===== src/rtl/cpu_pkg.sv =====
// Shared core definitions: datapath width, forwarding-select codes, bubble
// value and the select-width helper used by the pipelined select stages.
package cpu_pkg;

    localparam int XLEN = 32;

    // Forwarding-select encodings used at the ID/EX operand muxes.
    localparam logic [1:0] FWD_RF  = 2'd0;
    localparam logic [1:0] FWD_MEM = 2'd1;
    localparam logic [1:0] FWD_WB  = 2'd2;

    // Value a pipeline register takes when a bubble is inserted.
    localparam logic [XLEN-1:0] PIPE_BUBBLE = '0;

    // Binary select width for an n-input mux, never narrower than one bit.
    function automatic int sel_width(input int n);
        return (n < 2) ? 1 : $clog2(n);
    endfunction

endpackage


===== src/rtl/pipe_mux_n_if.sv =====
// Operand/control bundle of the registered N-to-1 select stage. The master
// side feeds operands and pipeline control; the slave side is the stage.
interface pipe_mux_n_if
    import cpu_pkg::*;
#(
    parameter int WIDTH  = XLEN,
    parameter int NUM_IN = 3
);

    localparam int SEL_W = sel_width(NUM_IN);

    logic [NUM_IN*WIDTH-1:0] in_data;
    logic                    in_valid;
    logic [SEL_W-1:0]        sel;
    logic                    stall;
    logic                    flush;
    logic                    err_clr;
    logic [WIDTH-1:0]        out_data;
    logic                    out_valid;
    logic [SEL_W-1:0]        out_sel;
    logic                    sel_err;

    modport master (
        output in_data, in_valid, sel, stall, flush, err_clr,
        input  out_data, out_valid, out_sel, sel_err
    );

    modport slave (
        input  in_data, in_valid, sel, stall, flush, err_clr,
        output out_data, out_valid, out_sel, sel_err
    );

endinterface


===== src/rtl/mux_nto1.sv =====
// Combinational N-to-1 selector. An out-of-range select falls back to
// input 0 and is reported on 'illegal'.
module mux_nto1
    import cpu_pkg::*;
#(
    parameter int WIDTH  = XLEN,
    parameter int NUM_IN = 3,
    localparam int SEL_W = sel_width(NUM_IN)
) (
    input  logic [NUM_IN*WIDTH-1:0] in_data,
    input  logic [SEL_W-1:0]        sel,
    output logic [WIDTH-1:0]        out_data,
    output logic [SEL_W-1:0]        eff_sel,
    output logic                    illegal
);

    // Decode the select, then pick the operand addressed by the effective select.
    always_comb begin
        // NOTE: every output gets a default before any conditional write, so no latch is inferred.
        illegal  = 1'b1;
        out_data = in_data[WIDTH-1:0];
        for (int k = 0; k < NUM_IN; k++) begin
            if (sel == SEL_W'(k)) illegal = 1'b0;
        end
        eff_sel = illegal ? '0 : sel;
        for (int k = 0; k < NUM_IN; k++) begin
            if (eff_sel == SEL_W'(k)) out_data = in_data[k*WIDTH +: WIDTH];
        end
    end

endmodule


===== src/rtl/pipe_mux_n.sv =====
// Registered N-to-1 select stage: mux plus pipeline register with valid
// tracking, stall hold, flush-to-bubble and a sticky illegal-select flag.
module pipe_mux_n
    import cpu_pkg::*;
#(
    parameter int              WIDTH     = XLEN,
    parameter int              NUM_IN    = 3,
    parameter logic [WIDTH-1:0] FLUSH_VAL = WIDTH'(PIPE_BUBBLE)
) (
    input logic         clk,
    input logic         rst,
    pipe_mux_n_if.slave bus
);

    localparam int SEL_W = sel_width(NUM_IN);

    logic [WIDTH-1:0] mux_data;
    logic [SEL_W-1:0] mux_sel;
    logic             mux_illegal;

    logic [WIDTH-1:0] out_data_d,  out_data_q;
    logic             out_valid_d, out_valid_q;
    logic [SEL_W-1:0] out_sel_d,   out_sel_q;
    logic             sel_err_d,   sel_err_q;
    logic             load;

    mux_nto1 #(
        .WIDTH  (WIDTH),
        .NUM_IN (NUM_IN)
    ) u_mux (
        .in_data  (bus.in_data),
        .sel      (bus.sel),
        .out_data (mux_data),
        .eff_sel  (mux_sel),
        .illegal  (mux_illegal)
    );

    // Next-state: flush beats stall beats load; the error flag's set beats its clear.
    always_comb begin
        out_data_d  = out_data_q;
        out_valid_d = out_valid_q;
        out_sel_d   = out_sel_q;
        sel_err_d   = sel_err_q;
        load        = !bus.flush && !bus.stall;

        if (bus.flush) begin
            out_data_d  = FLUSH_VAL;
            out_valid_d = 1'b0;
            out_sel_d   = '0;
        end else if (load) begin
            out_data_d  = mux_data;
            out_valid_d = bus.in_valid;
            out_sel_d   = mux_sel;
        end

        if (bus.err_clr)                          sel_err_d = 1'b0;
        if (load && bus.in_valid && mux_illegal)  sel_err_d = 1'b1;
    end

    // Output registers with synchronous reset taking priority over all controls.
    always_ff @(posedge clk) begin
        // NOTE: state updates use non-blocking assignment so every flop samples pre-edge values.
        if (rst) begin
            out_data_q  <= '0;
            out_valid_q <= 1'b0;
            out_sel_q   <= '0;
            sel_err_q   <= 1'b0;
        end else begin
            out_data_q  <= out_data_d;
            out_valid_q <= out_valid_d;
            out_sel_q   <= out_sel_d;
            sel_err_q   <= sel_err_d;
        end
    end

    assign bus.out_data  = out_data_q;
    assign bus.out_valid = out_valid_q;
    assign bus.out_sel   = out_sel_q;
    assign bus.sel_err   = sel_err_q;

endmodule


===== src/flat_wrapper.sv =====
// flat-port wrapper written by rule: the top's interface ports become plain ports
module pipe_mux_n_flat import cpu_pkg::*;
#(
    parameter int              WIDTH     = XLEN,
    parameter int              NUM_IN    = 3,
    parameter logic [WIDTH-1:0] FLUSH_VAL = WIDTH'(PIPE_BUBBLE)
)
  (clk, rst, bus_in_data, bus_in_valid, bus_sel, bus_stall, bus_flush, bus_err_clr, bus_out_data, bus_out_valid, bus_out_sel, bus_sel_err);
  pipe_mux_n_if #(.WIDTH(WIDTH), .NUM_IN(NUM_IN)) bus_i ();
  input logic clk;
  input logic rst;
  input wire logic [$bits(bus_i.in_data)-1:0] bus_in_data;
  input wire logic [$bits(bus_i.in_valid)-1:0] bus_in_valid;
  input wire logic [$bits(bus_i.sel)-1:0] bus_sel;
  input wire logic [$bits(bus_i.stall)-1:0] bus_stall;
  input wire logic [$bits(bus_i.flush)-1:0] bus_flush;
  input wire logic [$bits(bus_i.err_clr)-1:0] bus_err_clr;
  output wire logic [$bits(bus_i.out_data)-1:0] bus_out_data;
  output wire logic [$bits(bus_i.out_valid)-1:0] bus_out_valid;
  output wire logic [$bits(bus_i.out_sel)-1:0] bus_out_sel;
  output wire logic [$bits(bus_i.sel_err)-1:0] bus_sel_err;
  assign bus_i.in_data = bus_in_data;
  assign bus_i.in_valid = bus_in_valid;
  assign bus_i.sel = bus_sel;
  assign bus_i.stall = bus_stall;
  assign bus_i.flush = bus_flush;
  assign bus_i.err_clr = bus_err_clr;
  assign bus_out_data = bus_i.out_data;
  assign bus_out_valid = bus_i.out_valid;
  assign bus_out_sel = bus_i.out_sel;
  assign bus_sel_err = bus_i.sel_err;
  pipe_mux_n #(.WIDTH(WIDTH), .NUM_IN(NUM_IN), .FLUSH_VAL(FLUSH_VAL)) u_core (.clk(clk), .rst(rst), .bus(bus_i));
endmodule

===== config.mk =====
export PLATFORM = sky130hd
export DESIGN_NAME = pipe_mux_n_flat
export DESIGN_NICKNAME = d
export VERILOG_FILES = /design/src/rtl/cpu_pkg.sv /design/src/rtl/pipe_mux_n_if.sv /design/src/rtl/mux_nto1.sv /design/src/rtl/pipe_mux_n.sv /design/src/flat_wrapper.sv
export SDC_FILE = /design/constraint.sdc
export NUM_CORES = 1
export LEC_CHECK = 0
export ABC_AREA = 1
export CORE_MARGIN = 3
export CORE_UTILIZATION = 38
export DETAILED_ROUTE_END_ITERATION = 8
export PLACE_DENSITY = 0.85
export SLEW_MARGIN = 20
export SYNTH_ARGS = -nofsm -noshare
export SYNTH_HDL_FRONTEND = slang
export SYNTH_SLANG_ARGS = --single-unit

===== constraint.sdc =====
create_clock -name clk -period 1.9 [get_ports clk]
set_input_delay 0.19 -clock clk [delete_from_list [all_inputs] [get_ports clk]]
set_output_delay 0.19 -clock clk [all_outputs]
set_load 0.05 [all_outputs]

==> results by group <==
Outcome
  – Status: completed

Synth
  – Post-synthesis compound-gate area fraction: 14.4%
  – Post-synthesis async set-or-reset flop share: 0%
  – Synthesized area: 2010 sq um
  – Post-synthesis area per instance: 5.86 sq um
  – FF+latch count, synth: 36
  – Top cells by area, synth: dfxtp_1 (36%), nor2_1 (17%), nand2_1 (15%)
  – Sequential area share after synthesis: 35.9%
  – Most frequent cell after synthesis: nor2_1
  – Synth Instances: 343
  – Post-synth top area share: between 30% and 40%
  – Synth Area in Simple Gates: 40.2%
  – Unique masters post-synth: 16
  – Largest family of logic cells by synthesized area: simple AND/OR/NAND/NOR gates
  – Post-Synth XOR/XNOR Area: 0%
  – Synth Warn #: 0
  – Largest area contributor in the netlist: dfxtp_1
  – Synthesized net count: 447
  – Mux cell area share after synthesis: 0%
  – Predominant post-synthesis flop cell: dfxtp_1
  – Synth cell count leaders: nor2_1 (92), nand2_1 (82), a21oi_1 (36), dfxtp_1 (36), nand3_1 (26)
  – Post-Synth Adder-Cell Area: 0%
  – Post-synth EDFFs: 0

Global route
  – Initial antenna violation count: 0
  – Total gr overflow: 0
  – Global-route total usage across every layer: 22.9%
  – Global-route wire length before repair: 11.4 mm
  – Pin count of the biggest net entering global routing: 22
  – Vias in the first global route: 2434

Detailed routing
  – ANT nets after route: 0
  – Final WL: 7.12 mm
  – DRC viols: 0
  – WL/cell: 12.9 um
  – Initial drt markers: 146
  – DR vias: 2617
  – Via density: 4.76
  – First-pass DRT Iterations: 4

Min path
  – Min-delay worst type: register to register

Place
  – I/O Buffers: 139
  – Detailed Place HPWL: 5.54 mm
  – Gpl congestion: 0.841

STA
  – Clock period minus worst slack: 1.65 ns
  – Unrepaired setup endpoints after global routing: false
  – Total Neg Setup Slack: 0 ns
  – Setup-failing EPs final: 0
  – Worst slew pin tran: 0.529 ns
  – Slew margin rel.: around 65%
  – Worst clock skew: 0 ns
  – Hold Vio Cnt, Final: 0
  – Max-slew violations: 0
  – FMAX: 606 MHz
  – Period utilization: 86.8%

Clocking
  – Hold-fix buffers at CTS: 0
  – Worst-path clk slew: 0.07 ns
  – Post-CTS sizing: 0
  – Setup bufs post-CTS: 0
  – Cts bufs inserted: 5
  – Clock H-tree levels: 2
  – Clk root buf: clkbuf_8
  – Clock sinks: 36
  – Worst-Skew Late Latency: 0.28 ns
  – CTS tree: built
  – Maximum clock insertion buffer count: 2

Setup path
  – Crit-path leading delay family: buffers and inverters
  – Worst path bufs/invs: 1
  – Setup Crit Path Kind: register to primary output
  – Crit Path Max Fanout: 2
  – CP peak stage delay: slightly above 0.8 ns
  – CP Data Required Time: approximately 1.7 ns
  – Critical Path End Type: primary output
  – Critical-path cell list: clkdlybuf4s50_1
  – R2R Setup Slk: around 1.2 ns
  – Startpoint Class: register
  – Slowest-stage cell, CP: clkdlybuf4s50_1
  – WP data arrival: 1.46 ns

Cells and area
  – Final layout net count: 586
  – Layout cells sized above 1: around 6.0%
  – Antenna diodes: 0
  – Area delta synth->final: 80.1%

Pwr
  – Peak VDD IR: 0.412 mV
  – Overall Power: 2.15 mW
  – LEAKAGE: 1.47 nW
  – PwrDens: 593 nW/um^2

Die
  – DIE WIDTH: 78.7 um
  – I/O Pins: 140
  – Placement Rows: 25
  – Die area: 6200 sq um
  – Chip Height: 78.7 um
  – Core Area: a little under 5000 sq um
  – Initial Util: 40.9%

Run
  – Max-cap check violation count: 0
## metrics by stage
step | utilization (%) | cell area, sq um | hold WS [ns] | setup slack [ns] | std cells
3_3_place_gp | 71.1 | 3490 | 0.453 | 0.209 | 542
2_1_floorplan | - | 2010 | 0.259 | 0.881 | 343
4_1_cts | 73.7 | 3620 | 0.468 | 0.235 | 550
6_report | 73.7 | 3620 | 0.471 | 0.250 | 550
3_5_place_dp | 71.1 | 3490 | 0.457 | 0.163 | 542
5_1_grt | 73.7 | 3620 | 0.489 | 0.191 | 550
## sequential cells by signal, indices dropped and copies added, names as in the netlist
signal	count
u_core.bus.out_sel	2
u_core.bus.out_data	32
u_core.bus.out_valid	1
u_core.bus.sel_err	1
## layout by cell type (no fill, tap or decap)
master           Yosys  final
a21oi_1             36     36
nand3_1             26     26
nor2_1              92     91
clkinv_1             1      1
inv_1               20     20
nand2_2              1      1
nand4_1              1      1
inv_2                3      3
clkdlybuf4s50_1      0    139
clkbuf_8             0      7
o21ai_1             18     18
o21ai_0              4      4
nand2_1             82     82
buf_4                1     14
bufinv_16            0      1
dfxtp_1             36     36
nor2_2               2      3
## kinds of logic (layout without fill, tap and decap cells)
family | Yosys count | in the layout
compound gates | 58 | 58
buf+inv | 45 | 185
flops | 36 | 36
simple gates | 204 | 204
## layout make-up
class,count,area [sq um]
inverters,24,90.1
clock buffers,7,96.3
fillers,420,1290
clock inverters,1,30.0
multi-input cells,262,1100
repair buffers,153,1500
flip-flops and latches,36,721
well taps,67,83.8
## path summary, 6_finish.rpt
check	start	end	cells after the start
worst max-delay path	u_core.bus.out_data[26]$_SDFFE_PP0P_	bus_out_data[26]	1
worst min-delay path	u_core.bus.out_valid$_SDFFE_PP0P_	u_core.bus.out_valid$_SDFFE_PP0P_	2
worst max register to register	u_core.bus.out_data[15]$_SDFFE_PP0P_	u_core.bus.out_data[15]$_SDFFE_PP0P_	4
worst min register to register	u_core.bus.out_valid$_SDFFE_PP0P_	u_core.bus.out_valid$_SDFFE_PP0P_	2
## tightest hold or removal path: stages (launching register included)
cell     delay [ns]
dfxtp_1        0.31
nand2_1        0.06
a21oi_1        0.05
## where the power goes
group          leakage, nW  switching (mW)  internal, mW  total (mW)
clock               0.0645           0.283         0.463       0.746
combinational         1.11           0.295         0.307       0.603
sequential           0.294          0.0145         0.784       0.799
total                 1.47           0.593          1.55        2.15
## layer usage
metal	vias to the layer above	track usage (%)	part of all wire, %
met5	-	0	0
met1	1136	25.8	40
li1	1355	-	-
met2	116	40.7	49
met3	10	7.71	10
met4	0	6.47	1.7
No activity file was read; power rests on OpenSTA's default activity.
